## src/rtl/sim_mem_pkg.sv

```systemverilog
// Shared types and defaults for the simulation memory port arbiter.
// Contents:
//   arb_state_t  - arbiter FSM states (IDLE/ISSUE/WAIT/RESP)
//   req_id_t     - requester identity (REQ_INST=0, REQ_DATA=1)
//   DEF_*        - default widths and memory read latency
//   mem_req_t    - request payload at the default widths, for neighbours
//                  that exchange whole requests with the arbiter
package sim_mem_pkg;

  localparam int DEF_ADDR_W      = 32;
  localparam int DEF_DATA_W      = 32;
  localparam int DEF_MEM_LATENCY = 1;

  // Wide enough for the full legal latency range 1..15.
  localparam int WAIT_CNT_W = 4;

  typedef enum logic [1:0] {
    IDLE  = 2'd0,
    ISSUE = 2'd1,
    WAIT  = 2'd2,
    RESP  = 2'd3
  } arb_state_t;

  typedef enum logic {
    REQ_INST = 1'b0,
    REQ_DATA = 1'b1
  } req_id_t;

  typedef struct packed {
    logic                      write;
    logic [DEF_DATA_W/8-1:0]   mark;
    logic [DEF_ADDR_W-1:0]     addr;
    logic [DEF_DATA_W-1:0]     wdata;
  } mem_req_t;

endpackage

```

## src/rtl/rr_arbiter2.sv

```systemverilog
// Two-way round-robin grant logic, purely combinational.
// Ports:
//   valid[1:0]  in   request pending; bit 0 = inst, bit 1 = data
//   last_grant  in   requester granted most recently (0 = inst, 1 = data)
//   enable      in   grants are only produced while enabled
//   grant[1:0]  out  one-hot grant (all zero when disabled or nothing valid)
module rr_arbiter2 (
  input  logic [1:0] valid,
  input  logic       last_grant,
  input  logic       enable,
  output logic [1:0] grant
);

  always_comb begin
    grant = 2'b00;
    if (enable) begin
      if (valid == 2'b11) begin
        // Contention: the side that was not served last time wins.
        grant = last_grant ? 2'b01 : 2'b10;
      end else begin
        // Zero or one requester: grant follows valid directly.
        grant = valid;
      end
    end
  end

endmodule

```

## src/rtl/mem_port_arbiter.sv

```systemverilog
// Shares one registered-read memory port between the instruction-fetch
// and data requesters. One transaction at a time: accept (IDLE), drive the
// memory for a single cycle (ISSUE), wait out the read latency (WAIT), then
// strobe the response to the owner for one cycle (RESP).
// Ports:
//   clock, reset               clock; asynchronous active-low reset
//   inst_req_* / inst_resp_*   instruction requester handshake and response
//   data_req_* / data_resp_*   data requester handshake and response
//   mem_*                      memory port (enables, mask, address, data)
//   busy                       high whenever the FSM is not IDLE
module mem_port_arbiter
  import sim_mem_pkg::*;
#(
  parameter int ADDR_W      = DEF_ADDR_W,
  parameter int DATA_W      = DEF_DATA_W,
  parameter int MEM_LATENCY = DEF_MEM_LATENCY
) (
  input  logic                clock,
  input  logic                reset,

  input  logic                inst_req_valid,
  output logic                inst_req_ready,
  input  logic                inst_req_write,
  input  logic [DATA_W/8-1:0] inst_req_mark,
  input  logic [ADDR_W-1:0]   inst_req_addr,
  input  logic [DATA_W-1:0]   inst_req_wdata,
  output logic                inst_resp_valid,
  output logic [DATA_W-1:0]   inst_resp_rdata,

  input  logic                data_req_valid,
  output logic                data_req_ready,
  input  logic                data_req_write,
  input  logic [DATA_W/8-1:0] data_req_mark,
  input  logic [ADDR_W-1:0]   data_req_addr,
  input  logic [DATA_W-1:0]   data_req_wdata,
  output logic                data_resp_valid,
  output logic [DATA_W-1:0]   data_resp_rdata,

  output logic                mem_readEn,
  output logic                mem_writeEn,
  output logic [DATA_W/8-1:0] mem_mark,
  output logic [ADDR_W-1:0]   mem_addr,
  output logic [DATA_W-1:0]   mem_writeData,
  input  logic [DATA_W-1:0]   mem_readData,

  output logic                busy
);

  localparam int MARK_W = DATA_W / 8;

  // Parameter-width view of the request payload.
  typedef struct packed {
    logic              write;
    logic [MARK_W-1:0] mark;
    logic [ADDR_W-1:0] addr;
    logic [DATA_W-1:0] wdata;
  } req_t;

  arb_state_t            state_q,      state_d;
  req_t                  req_q,        req_d;
  req_id_t               owner_q,      owner_d;
  logic                  last_grant_q, last_grant_d;
  logic [WAIT_CNT_W-1:0] wait_cnt_q,   wait_cnt_d;
  logic [DATA_W-1:0]     inst_rdata_q, inst_rdata_d;
  logic [DATA_W-1:0]     data_rdata_q, data_rdata_d;

  logic [1:0]            grant;
  logic                  arb_en;
  logic [DATA_W-1:0]     cap_data;

  // Gating with reset keeps ready low while reset is held, even though the
  // state register already sits in IDLE.
  assign arb_en = (state_q == IDLE) && reset;

  rr_arbiter2 u_rr_arbiter2 (
    .valid      ({data_req_valid, inst_req_valid}),
    .last_grant (last_grant_q),
    .enable     (arb_en),
    .grant      (grant)
  );

  always_comb begin
    state_d         = state_q;
    req_d           = req_q;
    owner_d         = owner_q;
    last_grant_d    = last_grant_q;
    wait_cnt_d      = wait_cnt_q;
    inst_rdata_d    = inst_rdata_q;
    data_rdata_d    = data_rdata_q;
    cap_data        = '0;

    inst_req_ready  = grant[0];
    data_req_ready  = grant[1];
    inst_resp_valid = 1'b0;
    data_resp_valid = 1'b0;
    mem_readEn      = 1'b0;
    mem_writeEn     = 1'b0;
    mem_mark        = '0;
    mem_addr        = '0;
    mem_writeData   = '0;

    case (state_q)
      IDLE: begin
        if (grant != 2'b00) begin
          owner_d      = grant[1] ? REQ_DATA : REQ_INST;
          last_grant_d = grant[1];
          req_d        = grant[1]
                       ? '{write: data_req_write, mark: data_req_mark,
                           addr: data_req_addr, wdata: data_req_wdata}
                       : '{write: inst_req_write, mark: inst_req_mark,
                           addr: inst_req_addr, wdata: inst_req_wdata};
          state_d      = ISSUE;
        end
      end

      ISSUE: begin
        mem_readEn    = ~req_q.write;
        mem_writeEn   = req_q.write;
        mem_mark      = req_q.mark;
        mem_addr      = req_q.addr;
        mem_writeData = req_q.wdata;
        wait_cnt_d    = WAIT_CNT_W'(MEM_LATENCY);
        state_d       = WAIT;
      end

      WAIT: begin
        if (wait_cnt_q == WAIT_CNT_W'(1)) begin
          // Read data is valid now; writes report zero.
          cap_data = req_q.write ? '0 : mem_readData;
          if (owner_q == REQ_DATA) begin
            data_rdata_d = cap_data;
          end else begin
            inst_rdata_d = cap_data;
          end
          state_d = RESP;
        end else begin
          wait_cnt_d = wait_cnt_q - WAIT_CNT_W'(1);
        end
      end

      RESP: begin
        inst_resp_valid = (owner_q == REQ_INST);
        data_resp_valid = (owner_q == REQ_DATA);
        state_d         = IDLE;
      end

      default: state_d = IDLE;
    endcase
  end

  always_ff @(posedge clock or negedge reset) begin
    if (!reset) begin
      state_q      <= IDLE;
      req_q        <= '0;
      owner_q      <= REQ_INST;
      last_grant_q <= 1'b0;  // inst counts as last served, so data wins first
      wait_cnt_q   <= '0;
      inst_rdata_q <= '0;
      data_rdata_q <= '0;
    end else begin
      state_q      <= state_d;
      req_q        <= req_d;
      owner_q      <= owner_d;
      last_grant_q <= last_grant_d;
      wait_cnt_q   <= wait_cnt_d;
      inst_rdata_q <= inst_rdata_d;
      data_rdata_q <= data_rdata_d;
    end
  end

  assign inst_resp_rdata = inst_rdata_q;
  assign data_resp_rdata = data_rdata_q;
  assign busy            = (state_q != IDLE);

endmodule

```

## config.mk

```make
export PLATFORM = sky130hd
export DESIGN_NAME = mem_port_arbiter
export DESIGN_NICKNAME = d
export VERILOG_FILES = /design/src/rtl/sim_mem_pkg.sv /design/src/rtl/rr_arbiter2.sv /design/src/rtl/mem_port_arbiter.sv
export SDC_FILE = /design/constraint.sdc
export NUM_CORES = 1
export LEC_CHECK = 0
export BUFFER_PORTS_ARGS = -buffer_cell sky130_fd_sc_hd__buf_2
export CAP_MARGIN = 20
export CORE_ASPECT_RATIO = 1.5
export CORE_MARGIN = 4
export CORE_UTILIZATION = 45
export CTS_BUF_LIST = sky130_fd_sc_hd__clkbuf_16
export DETAILED_ROUTE_END_ITERATION = 6
export HOLD_SLACK_MARGIN = 0.1
export PLACE_DENSITY = 0.77
export REMOVE_ABC_BUFFERS = 1
export SYNTH_ARGS = -nofsm -noshare
export SYNTH_HDL_FRONTEND = slang
export SYNTH_SLANG_ARGS = --single-unit
```

## constraint.sdc

```tcl
create_clock -name clock -period 2.2 [get_ports clock]
set_input_delay 0.22 -clock clock [delete_from_list [all_inputs] [get_ports clock]]
set_output_delay 0.22 -clock clock [all_outputs]
set_load 0.05 [all_outputs]
```

# ---- Word level (Yosys, flattened, before mapping)
# Index checks and enable logic that the tools add are counted.
dict set report totals {
  inputBits 174
  mem_bits_ro 0
  out_inout_bits 139
  mem_bits_rw 0
  n_memories 0
  latchBits 0
  ff_bits 141
}
dict set report op_classes {
  shift 0
  reduce_logical 10
  multipliers 0
  addsub 1
  div 0
  n_lt_le_gt_ge 0
  bitwise 2
  n_mux 18
  eq_ne 8
}
# operator count
set op_table {}
lappend op_table {{$mux 32} 3}
lappend op_table {{$mux 69} 1}
lappend op_table {{$mux 2} 5}
lappend op_table {{$mux 4} 2}
lappend op_table {{$pmux 2 s4} 1}
lappend op_table {{$pmux 4 s2} 1}
lappend op_table {{$eq 2x2->1 const B} 3}
lappend op_table {{$reduce_and 2->1} 3}
lappend op_table {{$reduce_and 3->1} 2}
lappend op_table {{$reduce_bool 2->1} 3}
lappend op_table {{$mux 1} 5}
lappend op_table {{$eq 4x1->1 const B} 1}
lappend op_table {{$ne 2x2->1 const B} 2}
lappend op_table {{$sub 4x1->4 const B} 1}
lappend op_table {{$eq 2x1->1 const B} 1}
lappend op_table {{$logic_not 2->1} 1}
lappend op_table {{$ne 2x1->1 const B} 1}
lappend op_table {{$not 1->1} 2}
lappend op_table {{$logic_and 1x1->1} 1}

# ---- Longest topological paths before layout
dict set report logic_depth {
  word_depth 6
  depth_mapped 9
  ltp_nobuf 5
}

# ---- Modules after synthesis
# From an unflattened synthesis, not the netlist that was laid out.
dict set report hier_totals {
  cells_unflattened 603
  hier_area_um2 6810.3
}
# module seq_area_each_um2 cells_each area_per_inst_um2 n_inst
set by_module_without_submodules {}
lappend by_module_without_submodules {mem_port_arbiter 3503.4 598 6789.0 1}
lappend by_module_without_submodules {rr_arbiter2 0.0 5 21.3 1}

# ---- Least setup slack after synthesis
# No wires, ideal clock.
dict set report synth_path {
  path_kind {register -> output}
  from {reg state_q[0]}
  to {out data_req_ready}
  t_arrival_ns 1.904
  stages_incl_launch_ff 7
  slack_ns 0.076
  required_ns 1.980
  cell_sequence {dfrtp_1 inv_1 ha_1 clkbuf_1 nand3_1 clkbuf_1 nor2_1}
}
dict set report synth_via {
  elab_chain_len 3
}
# element line_no
set synth_rtl {}
lappend synth_rtl {{start: declaration} mem_port_arbiter.sv:59} ;# arb_state_t state_q, state_d;
lappend synth_rtl {{start signal: assignment} mem_port_arbiter.sv:161} ;# state_q <= state_d;
lappend synth_rtl {{$logic_not 2->1} mem_port_arbiter.sv:73} ;# assign arb_en = (state_q == IDLE) && reset;
lappend synth_rtl {{$logic_and 1x1->1} mem_port_arbiter.sv:73}
lappend synth_rtl {{$mux 2} rr_arbiter2.sv:16} ;# if (enable) begin
lappend synth_rtl {{end: declaration} mem_port_arbiter.sv:31} ;# output logic data_req_ready,
# Every way passes these cells.

# ---- Final worst setup path
dict set report layout_path {
  from {reg state_q[0]}
  to {reg data_rdata_q[30] (netlist: data_resp_rdata[30])}
}
dict set report layout_via {
  elab_chain_len 2
}
# element line_no
set layout_rtl {}
lappend layout_rtl {{$eq 2x2->1} mem_port_arbiter.sv:102} ;# case (state_q)
lappend layout_rtl {{$reduce_and 3->1 (no line)} --}
lappend layout_rtl {{end signal: assignment} mem_port_arbiter.sv:167} ;# data_rdata_q <= data_rdata_d;
lappend layout_rtl {{end: declaration} mem_port_arbiter.sv:65} ;# logic [DATA_W-1:0] data_rdata_q, data_rdata_d;
# Every way passes these cells.
# A chain may end at the register's enable or synchronous reset.

==> impl_metrics.toml <==
[outcome]
status = "complete, no violations"

[sta]
slew_headroom_pct = 54.6
tightest_slew_ns = 0.680
max_freq_mhz = 475
finClkSkew_ns = 0.00907
fin_tns_setup_ns = 0
finalMaxSlewViolations = 0
rsz0062_at_grt = "false"
hold_viol_final = 0
finalSetupViolCount = 0
fin_crit_ns = 2.11
fin_crit_sh_pct = 95.7

[global_routing]
grt_antenna_before_repair = 0
grt_pass1_vias = 7374
track_usage_pct = 27.7
grt_max_degree = 122
grt_overflow = 0
grt_pass1_wl_um = 38200

[setup_path]
start_kind = "register"
r2r-end = "data_resp_rdata[30]"
cp_max_fo = 32
end_kind = "register"
reg2reg_from = "state_q[0]"
critical_path_arrival_ns = 2.40
required_ns = 2.49
r2r_cells = 6
rrSetupSlack_ns = 0.09
critPathKind = "register to register"

[yosys]
synthCells = 694
synth_top_cell_area_share_pct = 50.3
ys_seq_elements = 140
avgSynthCellArea_sq_um = 10.0
syn_area_sq_um = 6970
ys_types = 30
ys_top_cells_by_area = "dfrtp_1 (50%), mux2_4 (6.5%), and2_1 (6.4%), a31oi_1 (6.2%), mux2_2 (5.7%)"
yosysWarningCount = 0
ys_seq_area_share_pct = 50.3
synth_top_cell_by_area = "dfrtp_1"

[routing]
firstDrtPassIters = 5
drtIter0Drc = 548
routed_wl_um = 24400
viasPerCell = 5.61
ant_nets = 0
vias = 7134
wl_per_cell_um = 19.2
drc = 0

[power]
vdd.ir_drop.worst_mv = 0.986
swShare_pct = 50.0
p_comb_share_pct = 56.0
pwr-share-seq_pct = 26.6
intPower_mw = 8.51
p_clk_share_pct = 17.3
p_leak_nw = 5.16
power_density_nw_per_um2 = 1670
power_switching_mw = 8.51

[placement]
place_inst = 1159
routabilityCongestion = 0.810
dp_hpwl_um = 15300
io_buffers = 312
post_dp_cell_area_sq_um = 8780

[floorplanning]
die_area_sq_um = 17600
die_w_um = 110
die_h_um = 160
row_count = 55
io_pins = 313
coreArea_sq_um = 15100
start_util_pct = 46.0

[clocking]
cts_sinks = 140
path_clk_slew_ns = 0.06
htreeDepth = 4
cts_tree = "built"
clockBufferDepth = 2
numCtsBuffers = 17
clock_latency_ns = 0.41
clockRootBuffer = "clkbuf_16"

[cells_and_area]
areaGrowthSynthToFinish_pct = 46.6
drive_above_1_share_pct = 40.4
final_area_sq_um = 10200
layout_common_cells = "buf_2 (308), dfrtp_1 (140), dlygate4sd3_1 (79)"
fin_nets = 1241
final_common_cell = "buf_2"
final_cell_count_no_fill = 1271
diodes = 0

[hold_path]
hold_class = "primary input to register"
min_path_cells = 3
hold_start = "data_req_addr[0]"
hold_end = "req_q[32]"

[flow_run]
maxCapViolations = 0
-- timing repair --
| item | CTS | global route |
|---|---|---|
| endpoints found under the hold margin | 88 | 0 |
| setup endpoints to repair | 2 | 40 |
| gates resized for setup | 2 | 7 |
| hold buffers | 79 | 0 |
| pin swaps | 0 | 1 |
| buffers inserted | 0 | 2 |
-- critical path, cell delays in order, from the launching register on --
cell and delay, ns:
dfrtp_1 0.40, inv_1 0.13, ha_1 0.28, inv_2 0.10, or4_4 0.53, buf_12 0.22
mux2_4 0.32
-- routing by layer --
metal / wire (um) / vias up / global-route usage (%)
li1: - / 3156 / -
met1: 8680 / 3408 / 31.7
met2: 12200 / 460 / 45.5
met3: 2140 / 110 / 7.76
met4: 1350 / 0 / 15.8
met5: 0 / - / 0
-- power by group through the flow --
stage / Sequential (mW) / Clock, mW / Combinational (mW)
2_1_floorplan: 6.23 / 0 / 5.04
3_3_place_gp: 4.48 / 0 / 9.16
3_5_place_dp: 4.51 / 0 / 9.28
4_1_cts: 4.49 / 3.01 / 9.43
5_1_grt: 4.65 / 3.13 / 10.1
6_report: 4.53 / 2.95 / 9.54
-- synthesized netlist by cell type --
| cell | count |
|---|---|
| o21ai_0 | 73 |
| nor2b_1 | 34 |
| and2_1 | 71 |
| a31oi_1 | 69 |
| nand2_1 | 4 |
| a211oi_1 | 1 |
| inv_2 | 1 |
| dfrtp_1 | 140 |
| inv_1 | 6 |
| mux2_4 | 30 |
| mux2_1 | 1 |
| or4_4 | 1 |
| nor2_1 | 70 |
| nor4_2 | 1 |
| mux2_2 | 35 |
| clkbuf_1 | 50 |
| buf_1 | 1 |
| buf_2 | 9 |
| buf_6 | 4 |
| nand3_1 | 4 |
| a21oi_1 | 71 |
| ha_1 | 7 |
| or3_1 | 1 |
| o31ai_1 | 1 |
| nand2b_1 | 2 |
| and3_1 | 1 |
| o211a_1 | 1 |
| o211ai_1 | 3 |
| nor3b_1 | 1 |
| o22ai_1 | 1 |
-- registers in the layout (all words and copies together) (netlist names) --
register,count
data_resp_rdata,32
wait_cnt_q,4
owner_q,1
req_q,69
state_q,2
inst_resp_rdata,32
-- cell families after synthesis --
kind of cell	Yosys count	share of synthesized area (%)
compound gates	220	17.3
fa+ha+maj	7	1.26
buf+inv	71	4.41
flops	140	50.3
mux	66	12.3
simple gates	190	14.5
-- per-stage QoR --
stage	utilization [%]	power, mW	hold slack, ns	setup WS (ns)
final	67.5	17.0	0.120	0.0945
after global routing	67.5	17.8	0.109	0.00340
after CTS	67.3	16.9	0.101	0.0260
after detailed placement	58.0	13.8	0.0978	0.111
after global placement	58.0	13.6	0.0950	0.172
after floorplan	-	11.3	-0.0756	-1.03
-- worst max path at each step --
stage / from / endpoint / slack (ns) / cells past startpoint
after global placement: state_q[0] / data_resp_rdata[7] / 0.17 / 6
after floorplan: state_q[0] / inst_resp_rdata[0] / -1.03 / 5
after CTS: state_q[1] / mem_addr[0] / 0.03 / 5
final: state_q[0] / data_resp_rdata[30] / 0.09 / 6
after global routing: state_q[1] / mem_writeData[2] / 0.003 / 5
after detailed placement: state_q[0] / data_resp_rdata[18] / 0.11 / 6
-- layout make-up --
| type | count | area [sq um] |
|---|---|---|
| timing repair buffer | 411 | 2640 |
| tap | 199 | 249 |
| inverter | 7 | 26.3 |
| clock inverter | 14 | 180 |
| sequential | 140 | 3500 |
| clock buffer | 17 | 425 |
| multi-input combinational | 483 | 3190 |
| fill | 1169 | 4920 |
Power figures use the tool's default switching activity.
